## src/rtl/rf_sched_pkg.sv

```systemverilog
// rf_sched_pkg: shared types and sizes for the register-file write scheduler.
//   state_e      scheduler FSM states (ST_CLEAR, ST_RUN)
//   aux_entry_t  one aux queue slot: valid, destination register, data
//   NREG/REG_AW/XLEN  register count, register address width, data width
package rf_sched_pkg;

  localparam int NREG   = 32;
  localparam int REG_AW = 5;
  localparam int XLEN   = 32;

  typedef enum logic {
    ST_CLEAR = 1'b0,
    ST_RUN   = 1'b1
  } state_e;

  typedef struct packed {
    logic              valid;
    logic [REG_AW-1:0] rd;
    logic [XLEN-1:0]   data;
  } aux_entry_t;

endpackage

```

## src/rtl/rf_aux_fifo.sv

```systemverilog
// rf_aux_fifo: ordered queue of auxiliary register writes.
//   Circular storage with a per-entry valid bit, so that a writeback to the
//   same register can invalidate (squash) a queued write in place without
//   disturbing the order of the remaining entries.
// Ports:
//   clk, rst_n         clock, asynchronous active-low reset
//   flush              drop every entry (takes priority over all else)
//   push, push_rd/data enqueue one entry (caller guarantees room)
//   pop                retire the head entry (caller guarantees non-empty)
//   squash_en/rd       invalidate every stored entry targeting squash_rd
//   head               current head slot (valid may be 0 if squashed)
//   empty, full        occupancy flags (squashed slots still occupy space)
//   pend_mask          bit r set while a valid entry targets xr; bit 0 is 0
module rf_aux_fifo
  import rf_sched_pkg::*;
#(
  parameter int DEPTH = 4
) (
  input  logic              clk,
  input  logic              rst_n,
  input  logic              flush,
  input  logic              push,
  input  logic [REG_AW-1:0] push_rd,
  input  logic [XLEN-1:0]   push_data,
  input  logic              pop,
  input  logic              squash_en,
  input  logic [REG_AW-1:0] squash_rd,
  output aux_entry_t        head,
  output logic              empty,
  output logic              full,
  output logic [NREG-1:0]   pend_mask
);

  localparam int PW = $clog2(DEPTH);

  logic [PW-1:0]     wr_ptr_q, wr_ptr_d;
  logic [PW-1:0]     rd_ptr_q, rd_ptr_d;
  logic [PW:0]       cnt_q, cnt_d;
  logic [DEPTH-1:0]  vld_q, vld_d;
  logic [REG_AW-1:0] rd_q   [DEPTH];
  logic [XLEN-1:0]   data_q [DEPTH];

  always_comb begin
    vld_d    = vld_q;
    wr_ptr_d = wr_ptr_q;
    rd_ptr_d = rd_ptr_q;
    cnt_d    = cnt_q;
    if (flush) begin
      vld_d    = '0;
      wr_ptr_d = '0;
      rd_ptr_d = '0;
      cnt_d    = '0;
    end else begin
      // Squash only looks at already-stored entries; a same-cycle push to
      // the same register is newer than the writeback and must survive.
      if (squash_en) begin
        for (int i = 0; i < DEPTH; i++) begin
          if (vld_q[i] && (rd_q[i] == squash_rd)) vld_d[i] = 1'b0;
        end
      end
      if (pop) begin
        vld_d[rd_ptr_q] = 1'b0;
        rd_ptr_d        = rd_ptr_q + PW'(1);
      end
      // Applied after pop so a full-queue pop+push into the same slot
      // leaves the new entry valid.
      if (push) begin
        vld_d[wr_ptr_q] = 1'b1;
        wr_ptr_d        = wr_ptr_q + PW'(1);
      end
      cnt_d = cnt_q + (PW+1)'(push) - (PW+1)'(pop);
    end
  end

  always_ff @(posedge clk or negedge rst_n) begin
    if (!rst_n) begin
      vld_q    <= '0;
      wr_ptr_q <= '0;
      rd_ptr_q <= '0;
      cnt_q    <= '0;
    end else begin
      vld_q    <= vld_d;
      wr_ptr_q <= wr_ptr_d;
      rd_ptr_q <= rd_ptr_d;
      cnt_q    <= cnt_d;
    end
  end

  // Payload needs no reset: it is only observed through a set valid bit.
  always_ff @(posedge clk) begin
    if (push && !flush) begin
      rd_q[wr_ptr_q]   <= push_rd;
      data_q[wr_ptr_q] <= push_data;
    end
  end

  always_comb begin
    head.valid = vld_q[rd_ptr_q];
    head.rd    = rd_q[rd_ptr_q];
    head.data  = data_q[rd_ptr_q];
  end

  assign empty = (cnt_q == '0);
  assign full  = (cnt_q == (PW+1)'(DEPTH));

  always_comb begin
    pend_mask = '0;
    for (int i = 0; i < DEPTH; i++) begin
      if (vld_q[i]) pend_mask[rd_q[i]] = 1'b1;
    end
    pend_mask[0] = 1'b0;
  end

endmodule

```

## src/rtl/rf_write_sched.sv

```systemverilog
// rf_write_sched: owner of the register file's single write port.
//   Writeback has fixed priority and passes straight through; auxiliary
//   writes wait in rf_aux_fifo and use the port in writeback-idle cycles.
//   After reset (or clear_req) every register x1..x31 is written with 0.
// Ports:
//   clk, rst_n                  clock, asynchronous active-low reset
//   clear_req                   start a clear sequence (ignored while clearing)
//   wb_we, wb_rd, wb_data       writeback write
//   aux_valid/ready/rd/data     aux request handshake
//   rf_we, rf_ad, rf_wd         register file we3/ad3/wd3
//   stall_o                     high for every cycle of a clear sequence
//   starve_o                    ask the pipeline for a writeback bubble
//   aux_pend_mask               registers with a valid queued write
// Build option: define RF_SCHED_STARVE_EN to build the head age counter and
//   drive starve_o; without it starve_o is tied low.
module rf_write_sched
  import rf_sched_pkg::*;
#(
  parameter int AUX_DEPTH  = 4,
  parameter int STARVE_LIM = 8
) (
  input  logic              clk,
  input  logic              rst_n,
  input  logic              clear_req,
  input  logic              wb_we,
  input  logic [REG_AW-1:0] wb_rd,
  input  logic [XLEN-1:0]   wb_data,
  input  logic              aux_valid,
  output logic              aux_ready,
  input  logic [REG_AW-1:0] aux_rd,
  input  logic [XLEN-1:0]   aux_data,
  output logic              rf_we,
  output logic [REG_AW-1:0] rf_ad,
  output logic [XLEN-1:0]   rf_wd,
  output logic              stall_o,
  output logic              starve_o,
  output logic [NREG-1:0]   aux_pend_mask
);

  localparam logic [REG_AW-1:0] IDX_FIRST = REG_AW'(1);
  localparam logic [REG_AW-1:0] IDX_LAST  = REG_AW'(NREG - 1);

  state_e            state_q, state_d;
  logic [REG_AW-1:0] idx_q, idx_d;

  logic              run;
  logic              wb_hit;
  logic              head_wr;
  logic              fifo_pop;
  logic              fifo_push;
  logic              fifo_flush;
  logic              fifo_empty;
  logic              fifo_full;
  logic              aux_rdy;
  logic              starve_int;
  aux_entry_t        head;
  logic [NREG-1:0]   pend_mask;
  logic              port_we;
  logic [REG_AW-1:0] port_ad;
  logic [XLEN-1:0]   port_wd;

  // State register
  always_ff @(posedge clk or negedge rst_n) begin
    if (!rst_n) begin
      state_q <= ST_CLEAR;
      idx_q   <= IDX_FIRST;
    end else begin
      state_q <= state_d;
      idx_q   <= idx_d;
    end
  end

  // Next-state logic
  always_comb begin
    state_d = state_q;
    idx_d   = idx_q;
    case (state_q)
      ST_CLEAR: begin
        if (idx_q == IDX_LAST) begin
          state_d = ST_RUN;
          idx_d   = IDX_FIRST;
        end else begin
          idx_d = idx_q + REG_AW'(1);
        end
      end
      ST_RUN: begin
        if (clear_req) begin
          state_d = ST_CLEAR;
          idx_d   = IDX_FIRST;
        end
      end
      default: begin
        state_d = ST_CLEAR;
        idx_d   = IDX_FIRST;
      end
    endcase
  end

  // Output logic: port mux and queue control
  always_comb begin
    run     = (state_q == ST_RUN);
    // A writeback to x0 is not a write and leaves the port to the queue.
    wb_hit  = wb_we && (wb_rd != '0);
    head_wr = run && !fifo_empty && head.valid && !wb_hit;
    // A squashed head is retired without a write even while writeback
    // holds the port.
    fifo_pop   = run && !fifo_empty && (!head.valid || !wb_hit);
    aux_rdy    = run && (!fifo_full || fifo_pop);
    fifo_push  = aux_valid && aux_rdy && (aux_rd != '0);
    fifo_flush = run && clear_req;

    port_we = 1'b0;
    port_ad = '0;
    port_wd = '0;
    if (!run) begin
      port_we = 1'b1;
      port_ad = idx_q;
    end else if (wb_hit) begin
      port_we = 1'b1;
      port_ad = wb_rd;
      port_wd = wb_data;
    end else if (head_wr) begin
      port_we = 1'b1;
      port_ad = head.rd;
      port_wd = head.data;
    end
  end

  rf_aux_fifo #(
    .DEPTH(AUX_DEPTH)
  ) u_aux_fifo (
    .clk       (clk),
    .rst_n     (rst_n),
    .flush     (fifo_flush),
    .push      (fifo_push),
    .push_rd   (aux_rd),
    .push_data (aux_data),
    .pop       (fifo_pop),
    .squash_en (run && wb_hit),
    .squash_rd (wb_rd),
    .head      (head),
    .empty     (fifo_empty),
    .full      (fifo_full),
    .pend_mask (pend_mask)
  );

`ifdef RF_SCHED_STARVE_EN
  localparam int              AGE_W   = $clog2(STARVE_LIM + 1);
  localparam logic [AGE_W-1:0] AGE_MAX = AGE_W'(STARVE_LIM);

  logic [AGE_W-1:0] age_q, age_d;
  logic             head_wait;

  // Age of the head entry: cycles it was valid but lost the port.
  always_comb begin
    head_wait = run && !fifo_empty && head.valid && !head_wr;
    age_d     = age_q;
    if (!run || fifo_flush || fifo_pop) begin
      age_d = '0;
    end else if (head_wait && (age_q != AGE_MAX)) begin
      age_d = age_q + AGE_W'(1);
    end
  end

  always_ff @(posedge clk or negedge rst_n) begin
    if (!rst_n) age_q <= '0;
    else        age_q <= age_d;
  end

  assign starve_int = (age_q >= AGE_MAX);
`else
  // No age counter: starve never asserts. The compare is constant false and
  // only keeps STARVE_LIM referenced in this build.
  assign starve_int = (STARVE_LIM < 0);
`endif

  // Every output is held low while reset is asserted.
  assign rf_we         = rst_n && port_we;
  assign rf_ad         = rst_n ? port_ad : '0;
  assign rf_wd         = rst_n ? port_wd : '0;
  assign stall_o       = rst_n && !run;
  assign aux_ready     = rst_n && aux_rdy;
  assign starve_o      = rst_n && starve_int;
  assign aux_pend_mask = rst_n ? pend_mask : '0;

endmodule

```

## config.mk

```make
export PLATFORM = sky130hd
export DESIGN_NAME = rf_write_sched
export DESIGN_NICKNAME = d
export VERILOG_FILES = /design/src/rtl/rf_sched_pkg.sv /design/src/rtl/rf_aux_fifo.sv /design/src/rtl/rf_write_sched.sv
export SDC_FILE = /design/constraint.sdc
export NUM_CORES = 1
export LEC_CHECK = 0
export ABC_AREA = 1
export CORE_MARGIN = 4
export CORE_UTILIZATION = 58
export CTS_BUF_LIST = sky130_fd_sc_hd__clkbuf_8 sky130_fd_sc_hd__clkbuf_16
export DETAILED_ROUTE_END_ITERATION = 8
export MAX_ROUTING_LAYER = met4
export PLACE_DENSITY_LB_ADDON = 0.25
export SETUP_SLACK_MARGIN = 0.2
export SLEW_MARGIN = 40
export SYNTH_ARGS = -nofsm -noshare
export SYNTH_HDL_FRONTEND = slang
export SYNTH_SLANG_ARGS = --single-unit
```

## constraint.sdc

```tcl
create_clock -name clk -period 5.4 [get_ports clk]
set_clock_uncertainty 0.15 [all_clocks]
set_input_delay 0.54 -clock clk [delete_from_list [all_inputs] [get_ports clk]]
set_output_delay 0.54 -clock clk [all_outputs]
set_load 0.05 [all_outputs]
```

# Yosys cells after proc, flatten, opt, wreduce, memory -nomap -nowiden
# Memories as Yosys holds them, arrays and structs flattened.
# Index checks and enable logic that the tools add are counted.
dict set report totals {
  ff_bits 17
  latchBits 0
  ramBits 148
  rom_bits 0
  elab_cells 129
  mem_count 2
}
dict set report classes {
  addsub 5
  mul 0
  n_div 0
  magnitude_cmp 12
  eq_ne 7
  shifts 0
  n_mux 53
  bitwise_logic 7
  reduce_logical 37
}
# memory depth word_bits rd rd_clocked_by_memory_dff write_ports line
set mem_list {}
lappend mem_list {u_aux_fifo.data_q 4 32 1 0 1 rf_aux_fifo.sv:41} ;# logic [XLEN-1:0] data_q [DEPTH];
lappend mem_list {u_aux_fifo.rd_q 4 5 5 0 1 rf_aux_fifo.sv:40} ;# logic [REG_AW-1:0] rd_q [DEPTH];
# operator n
set op_table {}
lappend op_table {{$mux W32} 9}
lappend op_table {{$or A32 B32 Y32} 3}
lappend op_table {{$mux W5} 6}
lappend op_table {{$logic_and A1 B1 Y1} 24}
lappend op_table {{$lt A5 B6 Y1 const B} 4}
lappend op_table {{$mux W4} 6}
lappend op_table {{$demux W1 S5} 4}
lappend op_table {{$eq A5 B5 Y1} 4}
lappend op_table {{$ge A5 B1 Y1 const B} 4}
lappend op_table {{$mux W1} 18}
lappend op_table {{$pmux W5 S2} 1}
lappend op_table {{$reduce_bool A5 Y1} 2}
lappend op_table {{$mux W2} 4}
lappend op_table {{$logic_not A1 Y1} 6}
lappend op_table {{$lt A2 B3 Y1 const B} 2}
lappend op_table {{$add A5 B1 Y5 const B} 1}
lappend op_table {{$eq A5 B5 Y1 const B} 1}
lappend op_table {{$add A2 B1 Y2 const B} 2}
lappend op_table {{$and A4 B4 Y4} 1}
lappend op_table {{$demux W1 S2} 2}
lappend op_table {{$ge A2 B1 Y1 const B} 2}
lappend op_table {{$not A4 Y4} 1}
lappend op_table {{$or A4 B4 Y4} 1}
lappend op_table {{$reduce_bool A2 Y1} 2}
lappend op_table {{10 further kinds} 11}

# Logic depth before layout (Yosys ltp)
# Gate-level depths: netlist (run 1).
# An unclocked memory read counts as a cell.
dict set report logic_depth {
  ltp_word 13
  ltp_mapped 16
  depth_no_buf 14
}

# Cells and area by module
# From an unflattened synthesis (run 1), not the netlist that was laid out.
dict set report unflattened {
  hier_cells 1017
  hier_area_um2 8904.8
}
# mod instances cells_each area_each_um2 seq_area_each_um2
set modules_own_cells {}
lappend modules_own_cells {rf_aux_fifo 1 749 7511.0 4719.5}
lappend modules_own_cells {rf_write_sched 1 268 1393.8 151.4}

# Least setup slack after synthesis (run 1)
# OpenSTA, ideal clock, no wires.
dict set report synth_timing {
  path_kind {input to output}
  start {in wb_rd[0]}
  end {out rf_wd[14]}
  arrival_time_ps 2093
  required_ps 4710
  slack_ps 2617
  path_stages 8
  path_buffers 3
  path_cell_list {buf_2 -> nor2_1 -> nand3_1 -> nand2_2 -> buf_6 -> buf_6 -> nand3_1 -> a21oi_1}
}
dict set report synth_between {
  elab_chain_cells 8
}
# item line
set synth_lines {}
lappend synth_lines {{from (decl)} rf_write_sched.sv:26} ;# input logic [REG_AW-1:0] wb_rd,
lappend synth_lines {{$reduce_bool A5 Y1 *} rf_write_sched.sv:103} ;# wb_hit = wb_we && (wb_rd != '0);
lappend synth_lines {{$logic_and A1 B1 Y1 *} rf_write_sched.sv:103}
lappend synth_lines {{$logic_not A1 Y1} rf_write_sched.sv:104} ;# head_wr = run && !fifo_empty && head.valid && !wb_hit;
lappend synth_lines {{$logic_and A1 B1 Y1} rf_write_sched.sv:104}
lappend synth_lines {{$mux W32} rf_write_sched.sv:122} ;# end else if (head_wr) begin
lappend synth_lines {{$mux W32 *} rf_write_sched.sv:118} ;# end else if (wb_hit) begin
lappend synth_lines {{$mux W32 *} rf_write_sched.sv:115} ;# if (!run) begin
lappend synth_lines {{$mux W32 *} rf_write_sched.sv:180} ;# assign rf_wd = rst_n ? port_wd : '0;
lappend synth_lines {{to (decl)} rf_write_sched.sv:34} ;# output logic [XLEN-1:0] rf_wd,
# Every way passes the cells marked *; elsewhere a longest branch is shown, timed or not.

# Worst setup path in the final report (run 1)
dict set report layout_timing {
  start {reg u_aux_fifo.rd_ptr_q[0]}
  end {out rf_wd[14]}
}
dict set report layout_between {
  elab_chain_cells 8
  word_cells_on_any_way 9
  classes_between {mux: 6; reduce/logical: 2; memory: 1}
}
# item line
set layout_lines {}
lappend layout_lines {{from (decl)} rf_aux_fifo.sv:37} ;# logic [PW-1:0] rd_ptr_q, rd_ptr_d;
lappend layout_lines {{from (signal assigned)} rf_aux_fifo.sv:84} ;# rd_ptr_q <= rd_ptr_d;
lappend layout_lines {{$bmux W1 S2} rf_aux_fifo.sv:98} ;# head.valid = vld_q[rd_ptr_q];
lappend layout_lines {{$mux W1 (not written as such)} rf_aux_fifo.sv:98}
lappend layout_lines {{$logic_and A1 B1 Y1 (2 in a row)} rf_write_sched.sv:104}
lappend layout_lines {{$mux W32 *} rf_write_sched.sv:122}
lappend layout_lines {{$mux W32 *} rf_write_sched.sv:118}
lappend layout_lines {{$mux W32 *} rf_write_sched.sv:115}
lappend layout_lines {{$mux W32 *} rf_write_sched.sv:180}
# Every way passes the cells marked *; elsewhere a longest branch is shown, timed or not. The select of a mux whose other input is x is not followed.

==> results of run 1 <==
-- path summary, 6_finish.rpt --
| check | to | depth (start not counted) | from |
|---|---|---|---|
| min in group clk | idx_q[0] | 2 | idx_q[0] |
| worst max register to register | u_aux_fifo.cnt_q[2] | 14 | u_aux_fifo.rd_ptr_q[0] |
| worst min-delay path | u_aux_fifo.vld_q[2] | 1 | rst_n |
| worst max-delay path | rf_wd[14] | 9 | u_aux_fifo.rd_ptr_q[0] |
| worst min register to register | idx_q[0] | 2 | idx_q[0] |
| max in group asynchronous | idx_q[0] | 2 | rst_n |
-- cell type report --
cell class                 instances  area [um2]
clock buffer                      17       425.4
clock inverter                    13       118.9
inverter                          55       214.0
tap                              188       235.2
sequential                       165        4872
fill                            1093        4141
multi-input combinational        707        3501
timing repair buffer             161        1582
-- power breakdown --
part | total, mW | leakage, nW | switching (mW) | internal, mW
Combinational | 1.37 | 1.99 | 0.926 | 0.449
Sequential | 1.61 | 1.55 | 0.129 | 1.48
Clock | 1.12 | 0.272 | 0.459 | 0.665
Total | 4.11 | 3.81 | 1.51 | 2.60
-- stage by stage --
stage | hold slack [ns] | instances | total power, mW
after floorplan | 0.09441 | 976 | 2.645
final | 0.3468 | 1306 | 4.113
after CTS | 0.3296 | 1306 | 4.112
after detailed placement | 0.3759 | 1276 | 2.989
after global placement | 0.3636 | 1276 | 2.946
after global routing | 0.3662 | 1306 | 4.345
-- Yosys cell counts, drive strengths merged --
cell | instances | area share
a21oi | 75 | 0.049
o21bai | 1 | 0.00084
fa | 1 | 0.0022
clkbuf | 12 | 0.0052
nor3 | 12 | 0.0084
or2 | 2 | 0.0014
o22ai | 31 | 0.022
xnor2 | 7 | 0.0069
inv | 54 | 0.024
xor2 | 1 | 0.00098
conb | 1 | 0.00042
a31oi | 2 | 0.0014
dfrtp | 16 | 0.045
nand2 | 151 | 0.065
nand3 | 102 | 0.067
nand4 | 12 | 0.0084
edfxtp | 148 | 0.50
a32o | 1 | 0.0011
o21ai | 111 | 0.062
ha | 12 | 0.017
buf | 37 | 0.031
dfstp | 1 | 0.0030
nor2 | 184 | 0.079
clkinv | 1 | 0.00042
-- registers in the layout, indices dropped and copies added (netlist names) --
register,cells
u_aux_fifo.data_q,128
u_aux_fifo.rd_q,20
idx_q,5
u_aux_fifo.vld_q,4
u_aux_fifo.cnt_q,3
u_aux_fifo.rd_ptr_q,2
u_aux_fifo.wr_ptr_q,2
run,1
-- per-layer routing --
layer  vias to the layer above  wire length [um]  global-route usage  part of all wire
met5                         -                 0                   -                 0
met4                         0               757              0.1289             0.032
met3                        75              1885             0.05267             0.080
met2                       420             11520              0.4421              0.49
met1                      3519              9389              0.3408              0.40
li1                       3670                 -                   -                 -
-- critical path, delay by kind of cell (launching register included) --
kind	cells	cell delay [ns]
DFF	1	0.68
and+or+nand+nor	5	0.94
buffers and inverters	3	1.70
AOI/OAI and AO/OA	1	0.17
-- cells by family after synthesis --
kind of cell	Yosys count
flip-flops	165
other	1
buffers and inverters	104
adder cells (fa/ha/maj)	13
XOR/XNOR	8
AND/OR/NAND/NOR	463
AO/OA/AOI/OAI	221
==> flow_summary.json, run 1 <==
{
  "hpwl_um": 15910,
  "die_height_um": 131.9,
  "grt_overflow": 0,
  "ys_seq_area_frac": 0.5474,
  "initial_core_util": 0.5897,
  "crit_type": "flip-flop to output pin",
  "synthSimpleGateAreaFrac": 0.2285,
  "maxSlewViolCount": 0,
  "synthMuxAreaShare": 0,
  "area_growth_syn_to_layout_pct": 23.03,
  "outcome": "complete, no violations",
  "post_cts_buffers": 0,
  "synth_xor_area_frac": 0.007874,
  "ir_worst_vdd_uv": 397.8,
  "fin_crit_sh": 0.8579,
  "root_buffer": "clkbuf_16",
  "n_antenna_cell": 0,
  "place.gp.congestion": 1.051,
  "synth_area_per_cell_um2": 9.127,
  "rrSetupSlack_ns": 2.04,
  "cap_violations": 0,
  "fmax_mhz": 215.9,
  "cts_made_buffers": 17,
  "finalCriticalPeriod_ns": 4.633,
  "timing.slew.headroom": 0.5102,
  "worst_slack_ns": 0.7673,
  "drt_iter0_drc": 807,
  "arrival_ns": 3.94,
  "p_leak_nw": 3.813,
  "wirelength_um": 23550,
  "synth_top_family_by_area": "simple AND/OR/NAND/NOR gates",
  "rows": 45,
  "hold_class": "input port to async pin",
  "coreArea_um2": 15090,
  "setup_viol_count_final": 0,
  "firstDrtPassIters": 6,
  "cts_resized": 0,
  "final_cell_mix": "nor2_1 (182), clkdlybuf4s50_1 (149), nand2_1 (148), edfxtp_1 (148), nand3_1 (85)",
  "cts_tree": "built",
  "antenna_found_initial": 0,
  "synth_compound_gate_area_share": 0.1365,
  "synth_cells": 975,
  "synthAdderAreaFrac": 0.01912,
  "place_ws_ns": 1.265,
  "grt_pass1_vias": 7476,
  "synth_seq_cells": 165,
  "post-route-drc-count": 0,
  "drive_above_1_share": 0.08229,
  "io-pin-count": 152,
  "grt_use_total": 0.2759,
  "grt_first_pass_wirelength_um": 37320,
  "cp_slowest_cell": "clkdlybuf4s50_1",
  "synth_area_um2": 8899,
  "max_stage_delay_ns": 0.83,
  "power_density_nw_per_um2": 375.6,
  "yosys_warnings": 0,
  "required_ns": 4.71,
  "end_kind": "output pin",
  "hold_viol": 0,
  "setup-tns-final_ns": 0,
  "vias": 7684,
  "cts_sinks": 165,
  "nets": 1199,
  "ctsHoldBuffers": 0,
  "cts-htree-levels": 4,
  "start_kind": "flip-flop",
  "die_x_um": 131.9,
  "rsz0062_at_grt": "false",
  "place_area_um2": 10400,
  "fin_util": 0.7255,
  "vias_per_cell": 5.884,
  "clk_pin_slew_ns": 0.06,
  "clk_path_buf_depth": 2,
  "final_common_cell": "nor2_1",
  "design_area_um2": 10950,
  "crit_chain": "inv_6 > nand2_1 > nand3_1 > nand2_2 > nor2_4 > buf_4 > nand3_1 > a21oi_1 > clkdlybuf4s50_1",
  "die-area_um2": 17390,
  "wl_per_cell_um": 18.03,
  "clock_latency_ns": 0.42,
  "ant_nets": 0,
  "cp_common_cell": "nand3_1",
  "synth.lib_cells_used.distinct": 39,
  "timing_worst_slew_pin_value_ns": 0.7346,
  "grt_max_degree": 82,
  "crit_path_max_fanout": 81,
  "numPortBuffers": 149
}
Power figures use the tool's default switching activity.
==> run 2: changes to the inputs <==
==> constraint.sdc (replaced) <==
create_clock -name clk -period 5.4 [get_ports clk]
set_clock_uncertainty 0.15 [all_clocks]
set_input_delay 1.62 -clock clk [delete_from_list [all_inputs] [get_ports clk]]
set_output_delay 1.62 -clock clk [all_outputs]
set_load 0.05 [all_outputs]
==> flow_summary.json, run 2 (synthesis results as in run 1) <==
{
  "die_height_um": 131.9,
  "max_stage_delay_ns": 0.44,
  "crit_chain": "clkdlybuf4s50_1 > nor2_1 > nand3_1 > nand2_4 > buf_12 > nand3_1 > a21oi_1 > buf_12",
  "cts_tree": "built",
  "vias": 7840,
  "timing.slew.headroom": 0.5497,
  "wirelength_um": 24600,
  "start_kind": "input port",
  "antenna_found_initial": 0,
  "setup_viol_count_final": 0,
  "coreArea_um2": 15090,
  "critPathLaunch": "wb_rd[0]",
  "outcome": "complete, no violations",
  "post-route-drc-count": 0,
  "maxSlewViolCount": 0,
  "crit_path_max_fanout": 32,
  "area_growth_syn_to_layout_pct": 32.03,
  "drt_iter0_drc": 733,
  "reg2reg_from": "u_aux_fifo.rd_ptr_q[0]",
  "ant_nets": 0,
  "cts_resized": 0,
  "die_x_um": 131.9,
  "ctsHoldBuffers": 0,
  "grt_use_total": 0.2846,
  "layoutNonFillerInstCount": 1314,
  "cp_slowest_cell": "clkdlybuf4s50_1",
  "clk_pin_slew_ns": 0.06,
  "end_kind": "output pin",
  "ir_worst_vdd_uv": 292.8,
  "crit_buf_inv": 3,
  "p_leak_nw": 4.182,
  "fin_util": 0.7786,
  "fin_crit_sh": 0.9466,
  "initial_core_util": 0.5897,
  "hold_class": "flip-flop to flip-flop",
  "wl_per_cell_um": 18.72,
  "root_buffer": "clkbuf_16",
  "largest_register": "u_aux_fifo.data_q",
  "post_cts_buffers": 0,
  "io-pin-count": 152,
  "place_area_um2": 11200,
  "crit_family": "buffers and inverters",
  "clk_path_buf_depth": 2,
  "rows": 45,
  "cts-htree-levels": 4,
  "finalCriticalPeriod_ns": 5.112,
  "grt_overflow": 0,
  "required_ns": 3.63,
  "grt_pass1_vias": 7765,
  "power_density_nw_per_um2": 358.4,
  "numPortBuffers": 149,
  "firstDrtPassIters": 7,
  "hold_viol": 0,
  "cts_made_buffers": 17,
  "fill_cells": 972,
  "vias_per_cell": 5.967,
  "grt_max_degree": 82,
  "hold_ws_ns": 0.4102,
  "hpwl_um": 16750,
  "fmax_mhz": 195.6,
  "final_cell_mix": "nor2_1 (182), nand2_1 (148), edfxtp_1 (148), nand3_1 (85), clkdlybuf4s50_1 (78)",
  "n_antenna_cell": 0,
  "place.gp.congestion": 1.025,
  "cts_sinks": 165,
  "nets": 1206,
  "seq_area_um2": 4872,
  "largest_reg_flops": 128,
  "arrival_ns": 3.34,
  "drive_above_1_share": 0.1519,
  "setup-tns-final_ns": 0,
  "die-area_um2": 17390,
  "numPlacedInstances": 1283,
  "cap_violations": 0,
  "clock_latency_ns": 0.42,
  "top_regs": "u_aux_fifo.data_q x128, u_aux_fifo.rd_q x20, idx_q x5",
  "design_area_um2": 11750,
  "timing_worst_slew_pin_value_ns": 0.6755,
  "crit_type": "input port to output pin",
  "final_common_cell": "nor2_1",
  "hold_start": "idx_q[0]",
  "rsz0062_at_grt": "false",
  "grt_first_pass_wirelength_um": 38620,
  "multi_input_area_um2": 3513
}
[run 2: cell count changes in the layout (fill, tap and decap cells not counted), sizes merged]
cell,previous run,this run
clkinvlp,2,5
bufinv,2,0
clkinv,7,3
buf,12,90
clkdlybuf4s50,149,78
inv,57,61
[run 2: routing by layer]
metal  track usage  up-vias  share of wire
met5             -        -              0
met1        0.3422     3665           0.40
li1              -     3679              -
met4        0.1074        0          0.024
met2        0.4829      425           0.51
met3       0.04885       71          0.070
[run 2: tightest hold or removal path: cells and delay by family (launching register included)]
kind / cells / cell delay [ns]
buffers and inverters: 1 / 0.06
flip-flops: 1 / 0.39
AO/OA/AOI/OAI: 1 / 0.10
[run 2: worst paths after layout]
check                           slack, ns                   to  depth (start not counted)
worst max register to register       2.07  u_aux_fifo.cnt_q[2]                         14
worst min register to register       0.41             idx_q[0]                          2
max in group asynchronous            3.38             idx_q[0]                          2
min in group asynchronous            1.46             idx_q[1]                          2
worst min-delay path                 0.41             idx_q[0]                          2
worst max-delay path                 0.29             rf_wd[1]                          8
[run 2: power by group]
group	switching [mW]	leakage, nW	internal (mW)
combinational	0.966	2.38	0.542
sequential	0.130	1.55	1.48
clock	0.500	0.251	0.588
[run 2: stage by stage]
stage               worst slack, ns  power (mW)
floorplan                    0.4570       2.645
detailed placement           0.2278       3.106
global route                 0.2032       4.415
global placement             0.2470       3.044
CTS                          0.2123       4.194
finish                       0.2883       4.210
[run 2: area by class of cell]
class,instances,area share
sequential,165,0.4147
multi-input combinational,707,0.2990
timing repair buffer,168,0.2028
clock buffer,17,0.03621
tap,188,0.02002
inverter,55,0.01842
clock inverter,14,0.008839
